===== config.mk =====
export PLATFORM = sky130hd
export DESIGN_NAME = calc_ctrl
export DESIGN_NICKNAME = d
export VERILOG_FILES = /design/src/rtl/calc_pkg.sv /design/src/rtl/calc_timeout_cnt.sv /design/src/rtl/calc_ctrl.sv
export SDC_FILE = /design/constraint.sdc
export NUM_CORES = 1
export LEC_CHECK = 0
export BUFFER_PORTS_ARGS = -buffer_cell sky130_fd_sc_hd__buf_2
export CAP_MARGIN = 20
export CORE_MARGIN = 2
export CORE_UTILIZATION = 59
export CTS_BUF_LIST = sky130_fd_sc_hd__clkbuf_4 sky130_fd_sc_hd__clkbuf_8 sky130_fd_sc_hd__clkbuf_16
export DETAILED_ROUTE_END_ITERATION = 6
export PLACE_DENSITY = 0.84
export SLEW_MARGIN = 10
export SYNTH_ARGS = -nofsm -noshare
export SYNTH_HDL_FRONTEND = slang
export SYNTH_SLANG_ARGS = --single-unit

===== constraint.sdc =====
create_clock -name clk -period 2.7 [get_ports clk]
set_clock_uncertainty 0.2 [all_clocks]
set_input_delay 0.27 -clock clk [delete_from_list [all_inputs] [get_ports clk]]
set_output_delay 0.27 -clock clk [all_outputs]
set_load 0.01 [all_outputs]

===== src/rtl/calc_pkg.sv =====
// Shared definitions for the 4-bit calculator: key codes, operator and state
// encodings, the operand register bundle and key classification helpers.
package calc_pkg;

  localparam logic [3:0] KEY_ADD = 4'hA;
  localparam logic [3:0] KEY_SUB = 4'hB;
  localparam logic [3:0] KEY_MUL = 4'hC;
  localparam logic [3:0] KEY_DIV = 4'hD;
  localparam logic [3:0] KEY_EQ  = 4'hE;
  localparam logic [3:0] KEY_CLR = 4'hF;

  typedef enum logic [1:0] {
    OP_ADD = 2'd0,
    OP_SUB = 2'd1,
    OP_MUL = 2'd2,
    OP_DIV = 2'd3
  } op_e;

  typedef enum logic [2:0] {
    S_A    = 3'd0,
    S_B    = 3'd1,
    S_EXEC = 3'd2,
    S_WAIT = 3'd3,
    S_SHOW = 3'd4
  } state_e;

  typedef struct packed {
    logic [3:0] a;
    logic [3:0] b;
    op_e        op;
    logic       a_set;
    logic       b_set;
  } operand_t;

  function automatic logic is_digit(input logic [3:0] k);
    return k <= 4'd9;
  endfunction

  function automatic logic is_op(input logic [3:0] k);
    return (k >= KEY_ADD) && (k <= KEY_DIV);
  endfunction

  function automatic op_e key_to_op(input logic [3:0] k);
    op_e op;
    case (k)
      KEY_SUB: op = OP_SUB;
      KEY_MUL: op = OP_MUL;
      KEY_DIV: op = OP_DIV;
      default: op = OP_ADD;
    endcase
    return op;
  endfunction

endpackage


===== src/rtl/calc_timeout_cnt.sv =====
// Watchdog for the datapath handshake: counts enabled cycles from a synchronous
// clear and holds at TIMEOUT-1, flagging expiry while it sits there.
module calc_timeout_cnt #(
  parameter int TIMEOUT = 64,
  parameter int CNT_W   = 7
) (
  input  logic clk,
  input  logic rst,
  input  logic clr,
  input  logic en,
  output logic expired
);

  localparam logic [CNT_W-1:0] LAST = CNT_W'(TIMEOUT - 1);

  logic [CNT_W-1:0] cnt;

  // NOTE: sequential state uses non-blocking assignments so every register
  // samples pre-edge values; blocking here would create order-dependent races.
  always_ff @(posedge clk) begin
    if (rst || clr) begin
      cnt <= '0;
    end else if (en && (cnt != LAST)) begin
      cnt <= cnt + CNT_W'(1);
    end
  end

  assign expired = (cnt == LAST);

endmodule


===== src/rtl/calc_ctrl.sv =====
// Sequencing FSM of the 4-bit calculator: collects operands and operator from
// the keypad, runs the shared datapath handshake and holds the result for display.
module calc_ctrl
  import calc_pkg::*;
#(
  parameter int TIMEOUT = 64,
  parameter int CNT_W   = 7
) (
  input  logic       clk,
  input  logic       rst,
  input  logic [3:0] key_code,
  input  logic       key_valid,
  output logic [3:0] dp_a,
  output logic [3:0] dp_b,
  output logic [1:0] dp_op,
  output logic       dp_start,
  input  logic       dp_done,
  input  logic [7:0] dp_result,
  output logic [7:0] result,
  output logic       result_valid,
  output logic       err,
  output logic       busy
);

  state_e     state, state_n;
  operand_t   regs, regs_n;
  logic [7:0] result_n;
  logic       err_n;
  logic       valid_n;
  logic       start;
  logic       in_wait;
  logic       expired;

  logic key_dig, key_op, key_eq, key_clr;

  assign key_dig = key_valid && is_digit(key_code);
  assign key_op  = key_valid && is_op(key_code);
  assign key_eq  = key_valid && (key_code == KEY_EQ);
  assign key_clr = key_valid && (key_code == KEY_CLR);

  assign in_wait = (state == S_WAIT);

  calc_timeout_cnt #(
    .TIMEOUT (TIMEOUT),
    .CNT_W   (CNT_W)
  ) u_timeout (
    .clk     (clk),
    .rst     (rst),
    .clr     (!in_wait),
    .en      (in_wait),
    .expired (expired)
  );

  always_ff @(posedge clk) begin
    if (rst) begin
      state        <= S_A;
      regs         <= '0;
      result       <= '0;
      err          <= 1'b0;
      result_valid <= 1'b0;
    end else begin
      state        <= state_n;
      regs         <= regs_n;
      result       <= result_n;
      err          <= err_n;
      result_valid <= valid_n;
    end
  end

  // NOTE: every signal assigned below gets a default first, so no path through
  // the case can leave one unassigned and infer a latch.
  always_comb begin
    state_n  = state;
    regs_n   = regs;
    result_n = result;
    err_n    = err;
    valid_n  = 1'b0;
    start    = 1'b0;

    case (state)
      S_A: begin
        if (key_dig) begin
          regs_n.a     = key_code;
          regs_n.a_set = 1'b1;
        end else if (key_op && regs.a_set) begin
          regs_n.op    = key_to_op(key_code);
          regs_n.b_set = 1'b0;
          state_n      = S_B;
        end else if (key_clr) begin
          regs_n = '0;
        end
      end

      S_B: begin
        if (key_dig) begin
          regs_n.b     = key_code;
          regs_n.b_set = 1'b1;
        end else if (key_op) begin
          regs_n.op = key_to_op(key_code);
        end else if (key_eq && regs.b_set) begin
          state_n = S_EXEC;
        end else if (key_clr) begin
          regs_n  = '0;
          state_n = S_A;
        end
      end

      S_EXEC: begin
        if ((regs.op == OP_DIV) && (regs.b == 4'd0)) begin
          result_n = '0;
          err_n    = 1'b1;
          valid_n  = 1'b1;
          state_n  = S_SHOW;
        end else begin
          start   = 1'b1;
          state_n = S_WAIT;
        end
      end

      S_WAIT: begin
        // A completion arriving on the timeout cycle still counts as success.
        if (dp_done) begin
          result_n = dp_result;
          err_n    = 1'b0;
          valid_n  = 1'b1;
          state_n  = S_SHOW;
        end else if (expired) begin
          result_n = '0;
          err_n    = 1'b1;
          valid_n  = 1'b1;
          state_n  = S_SHOW;
        end
      end

      S_SHOW: begin
        if (key_dig) begin
          regs_n.a     = key_code;
          regs_n.a_set = 1'b1;
          regs_n.b_set = 1'b0;
          result_n     = '0;
          err_n        = 1'b0;
          state_n      = S_A;
        end else if (key_op) begin
          // Chaining only works when the last result fits a 4-bit operand.
          if (!err && (result <= 8'd15)) begin
            regs_n.a     = result[3:0];
            regs_n.a_set = 1'b1;
            regs_n.op    = key_to_op(key_code);
            regs_n.b_set = 1'b0;
            result_n     = '0;
            err_n        = 1'b0;
            state_n      = S_B;
          end else begin
            err_n = 1'b1;
          end
        end else if (key_clr) begin
          regs_n   = '0;
          result_n = '0;
          err_n    = 1'b0;
          state_n  = S_A;
        end
      end

      default: begin
        regs_n   = '0;
        result_n = '0;
        err_n    = 1'b0;
        state_n  = S_A;
      end
    endcase
  end

  assign dp_a     = regs.a;
  assign dp_b     = regs.b;
  assign dp_op    = regs.op;
  assign dp_start = start;
  assign busy     = (state == S_EXEC) || in_wait;

endmodule

==> qor.csv, run 1 <==
stage;metric;value;unit
drt;drtAntennaViolNets;0;
worst_setup_path;r2r_end;result[1];
yosys;synth_top_area_share;0.3222;
sta;final-max-slew-violation-count;0;
worst_setup_path;worst_setup_path_start_kind;flip-flop;
placement;post-dp-hpwl;3.852;mm
cells_and_area;nNetsFinal;298;
min_path;worst_hold_path_type;in -> reg;
placement;dp_cells;312;
cells_and_area;num-fill-cells;274;
sta;rsz0062_at_grt;false;
sta;setup_tns;0;ns
sta;holdWs;0.04231;ns
cts;cts_made_buffers;5;
grt;grt_usage;0.2938;
sta;fmax;0.4312;GHz
yosys;synthArstFlopShare;0;
power_and_ir_drop;p_leak;0.8748;nW
yosys;synth_ff_type;dfxtp_1;
grt;grt_pass1_vias;1770;
yosys;synth-seq-cells;32;
floorplanning;core;3284;um^2
drt;drcViolationCount;0;
yosys;synthTopCellsByArea;dfxtp_1 (32%), a21oi_1 (4.8%), nand2_1 (4.7%);
yosys;synth_nets;263;
drt;wl_per_cell;16.31;um
grt;grt_max_degree;16;
cts;htreeDepth;2;
run_status;outcome;finished, final reports clean;
placement;portBuffers;37;
sta;timing_hold_violations_final;0;
worst_setup_path;r2r_cells;5;
floorplanning;num_rows;21;
cells_and_area;layout-drive-gt1-share;0.2128;
worst_setup_path;required;2.79;ns
min_path;holdPathEnd;dp_op[0];
worst_setup_path;r2r_start;state[2];
floorplanning;io_pins;38;
power_and_ir_drop;power.total;0.9166;mW
cells_and_area;diodes;0;
cts;cts_tree;built;
cells_and_area;multi_input_area;1172;um^2
yosys;synth_cells;246;
sta;tightestPinTransition;0.5098;ns
yosys;yosysSeqAreaShare;0.3222;
cts;clk_pin_slew_worst_paths;0.10;ns
yosys;synth.avg_cell_area;8.082;um^2
floorplanning;die_y;62.05;um
cells_and_area;final_cell_mix;buf_2 (37), dfxtp_1 (32), nand2_1 (25);
sta;relSlewSlack;0.6589;
cts;clock-sinks;32;
yosys;synth_edf_count;0;
cts;clkLatencyLatePin;0.35;ns
drt;dr.pass1.iters;5;
placement;gp_congestion;0.9524;
floorplanning;die-area;3850;um^2
cells_and_area;stdcell_count;328;
yosys;synth_top_area_cell;dfxtp_1;
floorplanning;die_x;62.05;um
yosys;yosysUniqueCellTypes;62;
min_path;hold_depth;3;
sta;period_share;0.8590;
cells_and_area;regArea;640.6;um^2
grt;gr-total-overflow;0;
drt;first_iter_violations;211;
power_and_ir_drop;power_density;403.2;nW/um^2
floorplanning;initial_core_util;0.6053;
cts;cts.path.max_buffers;2;
job;maxCapViolations;0;
sta;finalSetupViolCount;0;
drt;vias;2116;
sta;period_needed;2.319;ns
worst_setup_path;worstPathMaxFanout;13;
worst_setup_path;criticalPathCategory;reg -> reg;
worst_setup_path;crit_arrival;2.40;ns
grt;antenna_found_initial;0;
drt;viasPerCell;6.451;
placement;placed_cell_area;2127;um^2
drt;drt-total-wl;5.350;mm
worst_setup_path;reg2reg_slack;0.38;ns
worst_setup_path;cp-end-kind;flip-flop;
min_path;hold_start;key_code[0];
cells_and_area;area_delta_synth_final;14.35;%
cells_and_area;layout_commonest_cell;buf_2;
yosys;yosys_warnings;0;
cts;ctsResizeCount;0;
grt;grt_pass1_wl;8.355;mm
yosys;syn_area;1988;um^2
cts;cts-root-buf;clkbuf_4;
power_and_ir_drop;vdd_ir_drop_max;283.3;uV
cells_and_area;final_cell_area;2273;um^2
-- per-stage QoR --
stage | setup slack, ns | util
floorplan | 0.8374 | -
CTS | 0.4090 | 0.6922
finish | 0.3806 | 0.6922
global placement | 0.5553 | 0.6476
detailed placement | 0.4574 | 0.6476
global route | 0.2956 | 0.6922
-- per-layer routing --
metal / share of wire / GRT usage
met1: 0.43 / 0.3980
met2: 0.47 / 0.4420
met3: 0.076 / 0.06625
met4: 0.024 / 0.1398
met5: 0 / 0
-- repair_timing --
| action | 4_1_cts | 5_1_grt |
|---|---|---|
| hold endpoints to repair | 8 | 0 |
| hold buffers | 8 | 0 |
| setup buffers | 0 | 0 |
-- area by class of cell --
type                            instances  share of cell area
Multi-Input combinational cell        182              0.5157
Sequential cell                        32              0.2818
Clock inverter                          1            0.003302
Tap cell                               46             0.02532
Timing Repair Buffer                   49              0.1299
Inverter                               11             0.01816
Clock buffer                            7             0.02587
-- logic make-up after synthesis --
logic type / synth area share
and+or+nand+nor: 0.2259
buffers and inverters: 0.08810
DFF: 0.3222
AOI/OAI and AO/OA: 0.3260
xor gates and xnor gates: 0.03147
adders and majority gates: 0.006292
-- worst max path at each step --
stage | slack (ns) | start | to
6_report | 0.38 | state[2] | result[1]
4_1_cts | 0.41 | state[2] | result[1]
5_1_grt | 0.30 | state[2] | dp_op[1]
3_5_place_dp | 0.46 | state[2] | result[2]
2_1_floorplan | 0.84 | u_timeout.cnt[0] | result[7]
3_3_place_gp | 0.56 | state[2] | result[6]
-- where the power goes --
group / total [mW] / internal [mW] / switching, mW
logic: 0.125 / 0.0501 / 0.0748
clock network: 0.307 / 0.137 / 0.170
registers: 0.485 / 0.478 / 0.00676
-- worst max-delay path: stages, from the launching register on --
cell and delay (ns):
dfxtp_1 0.62, or3b_1 0.54, nor3_4 0.26, nand2_1 0.21
a21oi_4 0.25, a22o_1 0.18
-- state kept, by name, indices dropped and copies added, names as in the netlist --
signal	count
dp_a	4
dp_b	4
dp_op	2
err	1
regs	2
result	8
result_valid	1
state	3
u_timeout.cnt	7
-- cell usage after synthesis (2+ instances only) --
cell type  instances
nor2_1            20
a31oi_1            3
xor2_1             3
o21ai_1            2
o32ai_1            3
a22oi_1            2
nor3_1            11
a21oi_1           19
dfxtp_1           32
nand2_1           25
o2111ai_1          3
a22o_1             7
and2_1             2
nand4b_1           3
buf_4             11
nor4_1             2
o31a_1             2
nand3_1            6
o211ai_1           4
nand2b_1           4
o22ai_1            5
inv_1             10
a311oi_1           5
or3_1              3
a211oi_1           4
o21ai_0           12
clkbuf_1           4
buf_2              5
Note: power is estimated with default switching activity, not from simulation.
==> inputs of run 2 (changes only) <==
--- a/config.mk
+++ b/config.mk
@@ -8,10 +8,9 @@
 export BUFFER_PORTS_ARGS = -buffer_cell sky130_fd_sc_hd__buf_2
 export CAP_MARGIN = 20
 export CORE_MARGIN = 2
-export CORE_UTILIZATION = 59
+export CORE_UTILIZATION = 35
 export CTS_BUF_LIST = sky130_fd_sc_hd__clkbuf_4 sky130_fd_sc_hd__clkbuf_8 sky130_fd_sc_hd__clkbuf_16
 export DETAILED_ROUTE_END_ITERATION = 6
-export PLACE_DENSITY = 0.84
 export SLEW_MARGIN = 10
 export SYNTH_ARGS = -nofsm -noshare
 export SYNTH_HDL_FRONTEND = slang
==> run 2 against run 1 <==
  * Sequential cell count unchanged
  * Power increased by 22%
  * Combinational power about the same
  * Register-to-register slack improved by 0.04 ns
  * Largest cell class unchanged
  * Largest power group is now clock
  * Highest routed layer unchanged
==> qor.csv, run 2 (same netlist as run 1, synthesis figures left out) <==
stage;metric;value;unit
sta;tightestPinTransition;0.7015;ns
cts;cts_tree;built;
grt;grt_pass1_wl;9.252;mm
cells_and_area;reg.largest.list;result (8), u_timeout.cnt (7);
power_and_ir_drop;p_comb_frac;0.112;
floorplanning;die_y;79.37;um
power_and_ir_drop;power.total;1.117;mW
floorplanning;io_pins;38;
worst_setup_path;reg2reg_slack;0.42;ns
cts;clock-sinks;32;
power_and_ir_drop;switching_share;0.2366;
cts;cts_hold_buf;7;
grt;grt_usage;0.1878;
sta;period_share;0.8450;
floorplanning;die-area;6300;um^2
cells_and_area;diodes;0;
cells_and_area;final_cell_mix;buf_2 (37), dfxtp_1 (32), nand2_1 (25);
cts;clk_pin_slew_worst_paths;0.07;ns
drt;dr.pass1.iters;4;
worst_setup_path;criticalPathCategory;reg -> reg;
worst_setup_path;endpoint;dp_a[3];
drt;wl_per_cell;15.94;um
floorplanning;core;5507;um^2
cts;htreeDepth;2;
cells_and_area;largest_reg_flops;8;
cells_and_area;layout_commonest_cell;buf_2;
cts;cts.path.max_buffers;2;
cells_and_area;regArea;640.6;um^2
worst_setup_path;crit_arrival;2.28;ns
drt;drt-total-wl;5.641;mm
worst_setup_path;required;2.70;ns
grt;gr-total-overflow;0;
worst_setup_path;worstPathMaxFanout;21;
cells_and_area;regMostFlops;result;
sta;period_needed;2.282;ns
cells_and_area;stdcell_count;354;
floorplanning;initial_core_util;0.3611;
sta;relSlewSlack;0.5317;
cts;cts_made_buffers;5;
cts;clkLatencyLatePin;0.28;ns
power_and_ir_drop;seq_power_share;0.436;
sta;timing_hold_violations_final;0;
floorplanning;num_rows;27;
worst_setup_path;worst_setup_path_start_kind;flip-flop;
worst_setup_path;slowest_delay;0.77;ns
worst_setup_path;r2r_end;dp_a[3];
cells_and_area;multi_input_area;1172;um^2
drt;drcViolationCount;0;
placement;placed_cell_area;2167;um^2
cells_and_area;num-fill-cells;567;
grt;antenna_found_initial;0;
cts;cts-root-buf;clkbuf_8;
sta;final-max-slew-violation-count;0;
sta;fmax;0.4383;GHz
power_and_ir_drop;p_leak;0.9044;nW
sta;finalSetupViolCount;0;
min_path;worst_hold_path_type;in -> reg;
sta;rsz0062_at_grt;false;
power_and_ir_drop;power_frac_clock;0.453;
placement;portBuffers;37;
placement;dp_cells;339;
cts;post_cts_buffers;0;
placement;gp_congestion;0.9442;
power_and_ir_drop;vdd_ir_drop_max;270.1;uV
worst_setup_path;r2r_start;state[0];
worst_setup_path;cp-end-kind;flip-flop;
cells_and_area;nNetsFinal;298;
drt;first_iter_violations;260;
run_status;outcome;finished, final reports clean;
placement;dpl_worst_slack;0.4868;ns
worst_setup_path;startpoint;state[0];
cts;ctsResizeCount;0;
cells_and_area;final_cell_area;2364;um^2
sta;setup_tns;0;ns
drt;drtAntennaViolNets;0;
cells_and_area;area_delta_synth_final;18.88;%
power_and_ir_drop;p_switching;0.2644;mW
worst_setup_path;crit_chain;inv_1 > nor4_1 > a31o_2 > a21oi_1 > a221oi_1;
power_and_ir_drop;intPower;0.8529;mW
grt;grt_pass1_vias;1867;
job;maxCapViolations;0;
drt;viasPerCell;5.788;
sta;finalWorstSetupSlack;0.4184;ns
floorplanning;die_x;79.37;um
worst_setup_path;crit_path_top_delay_cell;dfxtp_1;
placement;post-dp-hpwl;4.093;mm
worst_setup_path;r2r_cells;5;
cells_and_area;layout-drive-gt1-share;0.2163;
power_and_ir_drop;power_density;472.7;nW/um^2
grt;grt_max_degree;22;
drt;vias;2049;
run 2: cell count changes in the layout (fill, tap and decap cells not counted), sizes merged:
cell | before | now
buf | 41 | 42
bufinv | 0 | 1
clkinvlp | 1 | 0
dlygate4sd3 | 8 | 7
run 2: area by class of cell:
| cell class | instances | area share |
|---|---|---|
| clock inverters | 1 | 0.01271 |
| clock buffers | 7 | 0.04076 |
| well taps | 72 | 0.03812 |
| flip-flops and latches | 32 | 0.2710 |
| multi-input cells | 182 | 0.4960 |
| repair buffers | 49 | 0.1239 |
| inverters | 11 | 0.01747 |
run 2: per-layer routing:
layer / GRT usage / wire length, um / up-vias
li1: - / - / 995
met1: 0.2563 / 2552 / 923
met2: 0.2746 / 2388 / 111
met3: 0.05090 / 513 / 20
met4: 0.08621 / 187 / 0
met5: 0 / 0 / -
run 2: worst max-delay path: cells and delay by family (launching register included):
family                 cells  cell delay [ns]
AOI/OAI and AO/OA          3             0.53
DFF                        1             0.77
buffers and inverters      1             0.26
and+or+nand+nor            1             0.42
run 2: worst min path at each step:
stage,start,end,slack [ns],cells past startpoint
after floorplan,rst,dp_op[0],0.18,1
after global placement,u_timeout.cnt[6],u_timeout.cnt[6],0.25,2
after detailed placement,u_timeout.cnt[6],u_timeout.cnt[6],0.24,2
after CTS,dp_result[7],result[7],0.005,2
after global routing,dp_result[7],result[7],0.006,2
final,dp_result[7],result[7],0.009,2
run 2: through the flow:
stage | hold slack (ns) | util
floorplan | 0.1848 | -
global placement | 0.2479 | 0.3935
detailed placement | 0.2413 | 0.3935
CTS | 0.005224 | 0.4292
global route | 0.005785 | 0.4292
finish | 0.009466 | 0.4292
run 2: power groups by stage:
stage / Clock (mW) / Combinational [mW] / Sequential (mW)
global placement: 0 / 0.116 / 0.497
CTS: 0.516 / 0.123 / 0.487
detailed placement: 0 / 0.114 / 0.497
floorplan: 0 / 0.0859 / 0.493
global route: 0.541 / 0.136 / 0.487
finish: 0.506 / 0.125 / 0.487
==> inputs of run 3 (changes only) <==
--- a/config.mk
+++ b/config.mk
@@ -5,6 +5,7 @@
 export SDC_FILE = /design/constraint.sdc
 export NUM_CORES = 1
 export LEC_CHECK = 0
+export ABC_AREA = 1
 export BUFFER_PORTS_ARGS = -buffer_cell sky130_fd_sc_hd__buf_2
 export CAP_MARGIN = 20
 export CORE_MARGIN = 2
==> constraint.sdc (replaced) <==
create_clock -name clk -period 2.3 [get_ports clk]
set_clock_uncertainty 0.2 [all_clocks]
set_input_delay 0.23 -clock clk [delete_from_list [all_inputs] [get_ports clk]]
set_output_delay 0.23 -clock clk [all_outputs]
set_load 0.01 [all_outputs]
==> run 3 against run 2 <==
  * Highest routed layer unchanged
  * Non-clock buffer count fell by 6
  * Die area up 14%
  * Synthesized cell count is 52% higher
  * Register-to-register slack got worse by 0.03 ns
  * Final area increased by 11%
  * Largest cell class unchanged
  * Clock power is 8.7% higher
  * Routed wire length up 6.5%
==> qor.csv, run 3 <==
stage;metric;value;unit
power_and_ir_drop;intPower;1.344;mW
worst_setup_path;required;2.27;ns
job;maxCapViolations;0;
sta;relSlewSlack;0.6425;
grt;antenna_found_initial;0;
drt;first_iter_violations;168;
yosys;synthTopCellsByArea;dfxtp_1 (28%), nand2_1 (18%), nand3_1 (7.9%);
cts;clk_pin_slew_worst_paths;0.07;ns
power_and_ir_drop;seq_power_share;0.309;
cells_and_area;final_cell_area;2625;um^2
yosys;synth_ff_type;dfxtp_1;
yosys;synth-seq-cells;32;
cts;post_cts_buffers;0;
drt;drtAntennaViolNets;0;
grt;grt_pass1_wl;9.942;mm
power_and_ir_drop;switching_share;0.4324;
worst_setup_path;r2r_cells;10;
cells_and_area;layout-drive-gt1-share;0.2039;
min_path;holdPathEnd;result[1];
grt;grt_usage;0.1731;
worst_setup_path;cp-end-kind;flip-flop;
cts;clock-sinks;32;
cells_and_area;utilization;0.4134;
placement;dp_cells;472;
yosys;synth_top_area_share;0.2799;
sta;tightestPinTransition;0.5343;ns
worst_setup_path;r2r_end;result[4];
yosys;synth_edf_count;0;
yosys;synth_top_family_by_area;simple AND/OR/NAND/NOR gates;
placement;post-dp-hpwl;4.586;mm
sta;timing_hold_violations_final;0;
sta;finalSetupViolCount;0;
power_and_ir_drop;vdd_ir_drop_max;405.0;uV
grt;gr-total-overflow;0;
min_path;hold_depth;3;
cts;clkLatencyLatePin;0.29;ns
floorplanning;die_x;84.86;um
cells_and_area;layout_commonest_cell;nand2_1;
yosys;synthAdderAreaFrac;0.005467;
placement;placed_cell_area;2474;um^2
yosys;synth_cells;373;
min_path;worst_hold_path_type;in -> reg;
drt;viasPerCell;4.771;
run_status;outcome;finished, final reports clean;
drt;drt-total-wl;6.010;mm
yosys;synth-compound-area-share;0.1022;
worst_setup_path;cp_common_cell;nand2_1;
yosys;synth_top_area_cell;dfxtp_1;
yosys;synth_common_cells;nand2_1 (109), nor2_1 (48), inv_1 (39);
placement;gp_congestion;0.8840;
worst_setup_path;crit_arrival;1.88;ns
cells_and_area;final_cell_mix;nand2_1 (109), nor2_1 (48), inv_1 (39);
cells_and_area;regMostFlops;result;
yosys;synthSimpleGateAreaFrac;0.4806;
floorplanning;io_pins;38;
power_and_ir_drop;p_switching;1.024;mW
cells_and_area;area_delta_synth_final;14.71;%
drt;wl_per_cell;12.42;um
cells_and_area;largest_reg_flops;8;
worst_setup_path;worst_setup_path_start_kind;flip-flop;
yosys;yosys_warnings;0;
yosys;yosysSeqAreaShare;0.2799;
sta;period_share;0.8300;
sta;holdWs;0.007471;ns
sta;period_needed;1.909;ns
grt;grt_max_degree;16;
sta;final-max-slew-violation-count;0;
yosys;syn_area;2288;um^2
yosys;synthArstFlopShare;0;
power_and_ir_drop;power_frac_clock;0.232;
floorplanning;die-area;7201;um^2
sta;rsz0062_at_grt;false;
sta;fmax;0.5238;GHz
yosys;synth-xor-area-share;0.007654;
worst_setup_path;worstPathMaxFanout;8;
yosys;yosysMostFrequentCell;nand2_1;
yosys;synth.avg_cell_area;6.135;um^2
power_and_ir_drop;power_density;901.9;nW/um^2
worst_setup_path;crit_chain;ha_1 > nand3_1 > nor2_1 > nand2_1 > nand2_1 > nand2_1 > nor2_2 > nand2_4 > nand2_1 > a21oi_1;
power_and_ir_drop;p_comb_frac;0.459;
power_and_ir_drop;power.total;2.368;mW
placement;dpl_worst_slack;0.3826;ns
worst_setup_path;crit_family;simple AND/OR/NAND/NOR gates;
cts;cts_made_buffers;5;
cells_and_area;diodes;0;
drt;dr.pass1.iters;4;
worst_setup_path;r2r_start;u_timeout.cnt[0];
drt;drcViolationCount;0;
min_path;hold_start;dp_result[1];
yosys;synthMuxAreaShare;0;
sta;finalWorstSetupSlack;0.3910;ns
grt;grt_pass1_vias;2137;
cells_and_area;stdcell_count;484;
sta;setup_tns;0;ns
worst_setup_path;crit_path_top_delay_cell;dfxtp_1;
drt;vias;2309;
floorplanning;num_rows;29;
worst_setup_path;slowest_delay;0.37;ns
floorplanning;die_y;84.86;um
cells_and_area;reg.largest.list;result (8), u_timeout.cnt (7);
worst_setup_path;reg2reg_slack;0.39;ns
floorplanning;initial_core_util;0.3604;
worst_setup_path;criticalPathCategory;reg -> reg;
power_and_ir_drop;p_leak;1.320;nW
yosys;synth_nets;390;
cts;cts_tree;built;
cells_and_area;nNetsFinal;423;
yosys;yosysUniqueCellTypes;27;
cts;cts.path.max_buffers;2;
worst_setup_path;cp_num_buf_inv;0;
cts;cts-root-buf;clkbuf_8;
floorplanning;core;6350;um^2
cts;htreeDepth;2;
placement;portBuffers;37;
## run 3: worst max path at each step
stage / slack, ns / endpoint / startpoint / depth (start not counted)
2_1_floorplan: 0.60 / result[7] / u_timeout.cnt[0] / 10
3_3_place_gp: 0.38 / result[5] / u_timeout.cnt[0] / 10
3_5_place_dp: 0.38 / result[4] / u_timeout.cnt[0] / 10
4_1_cts: 0.36 / result[4] / u_timeout.cnt[0] / 10
5_1_grt: 0.13 / result[6] / u_timeout.cnt[0] / 10
6_report: 0.39 / result[4] / u_timeout.cnt[0] / 10
## run 3: what timing repair did
item,CTS,global route
endpoints found under the setup margin,0,0
gates resized for setup,0,0
hold buffers,4,0
hold endpoints to repair,4,0
## run 3: kinds of logic (layout without fill, tap and decap cells)
kind of cell	after synthesis	count (layout)
buffers and inverters	63	97
adder cells (fa/ha/maj)	1	1
flip-flops	32	32
AO/OA/AOI/OAI	45	45
XOR/XNOR	2	2
AND/OR/NAND/NOR	230	230
## run 3: power groups by stage
stage / registers, mW / clock network [mW] / logic (mW)
after global placement: 0.739 / 0 / 1.08
final: 0.732 / 0.550 / 1.09
after global routing: 0.743 / 0.593 / 1.23
after CTS: 0.732 / 0.566 / 1.09
after detailed placement: 0.744 / 0 / 1.08
after floorplan: 0.725 / 0 / 0.914
## run 3: area by class of cell
cell class / instances / area, um^2
sequential: 32 / 640.6
inverter: 46 / 172.7
multi-input combinational: 278 / 1364
tap: 77 / 96.34
timing repair buffer: 43 / 240.2
fill: 689 / 3725
clock buffer: 6 / 76.32
clock inverter: 2 / 35.03
## run 3: worst register-to-register path: stages, from the launching register on
cell	delay, ns
dfxtp_1	0.37
ha_1	0.22
nand3_1	0.09
nor2_1	0.13
nand2_1	0.15
nand2_1	0.15
nand2_1	0.09
nor2_2	0.17
nand2_4	0.11
nand2_1	0.07
a21oi_1	0.06
## run 3: routing by layer
layer,global-route usage,up-vias,part of all wire
met5,0,-,0
met1,0.2195,1029,0.47
met4,0.06782,0,0.018
met2,0.2928,40,0.48
met3,0.03016,10,0.034
li1,-,1230,-
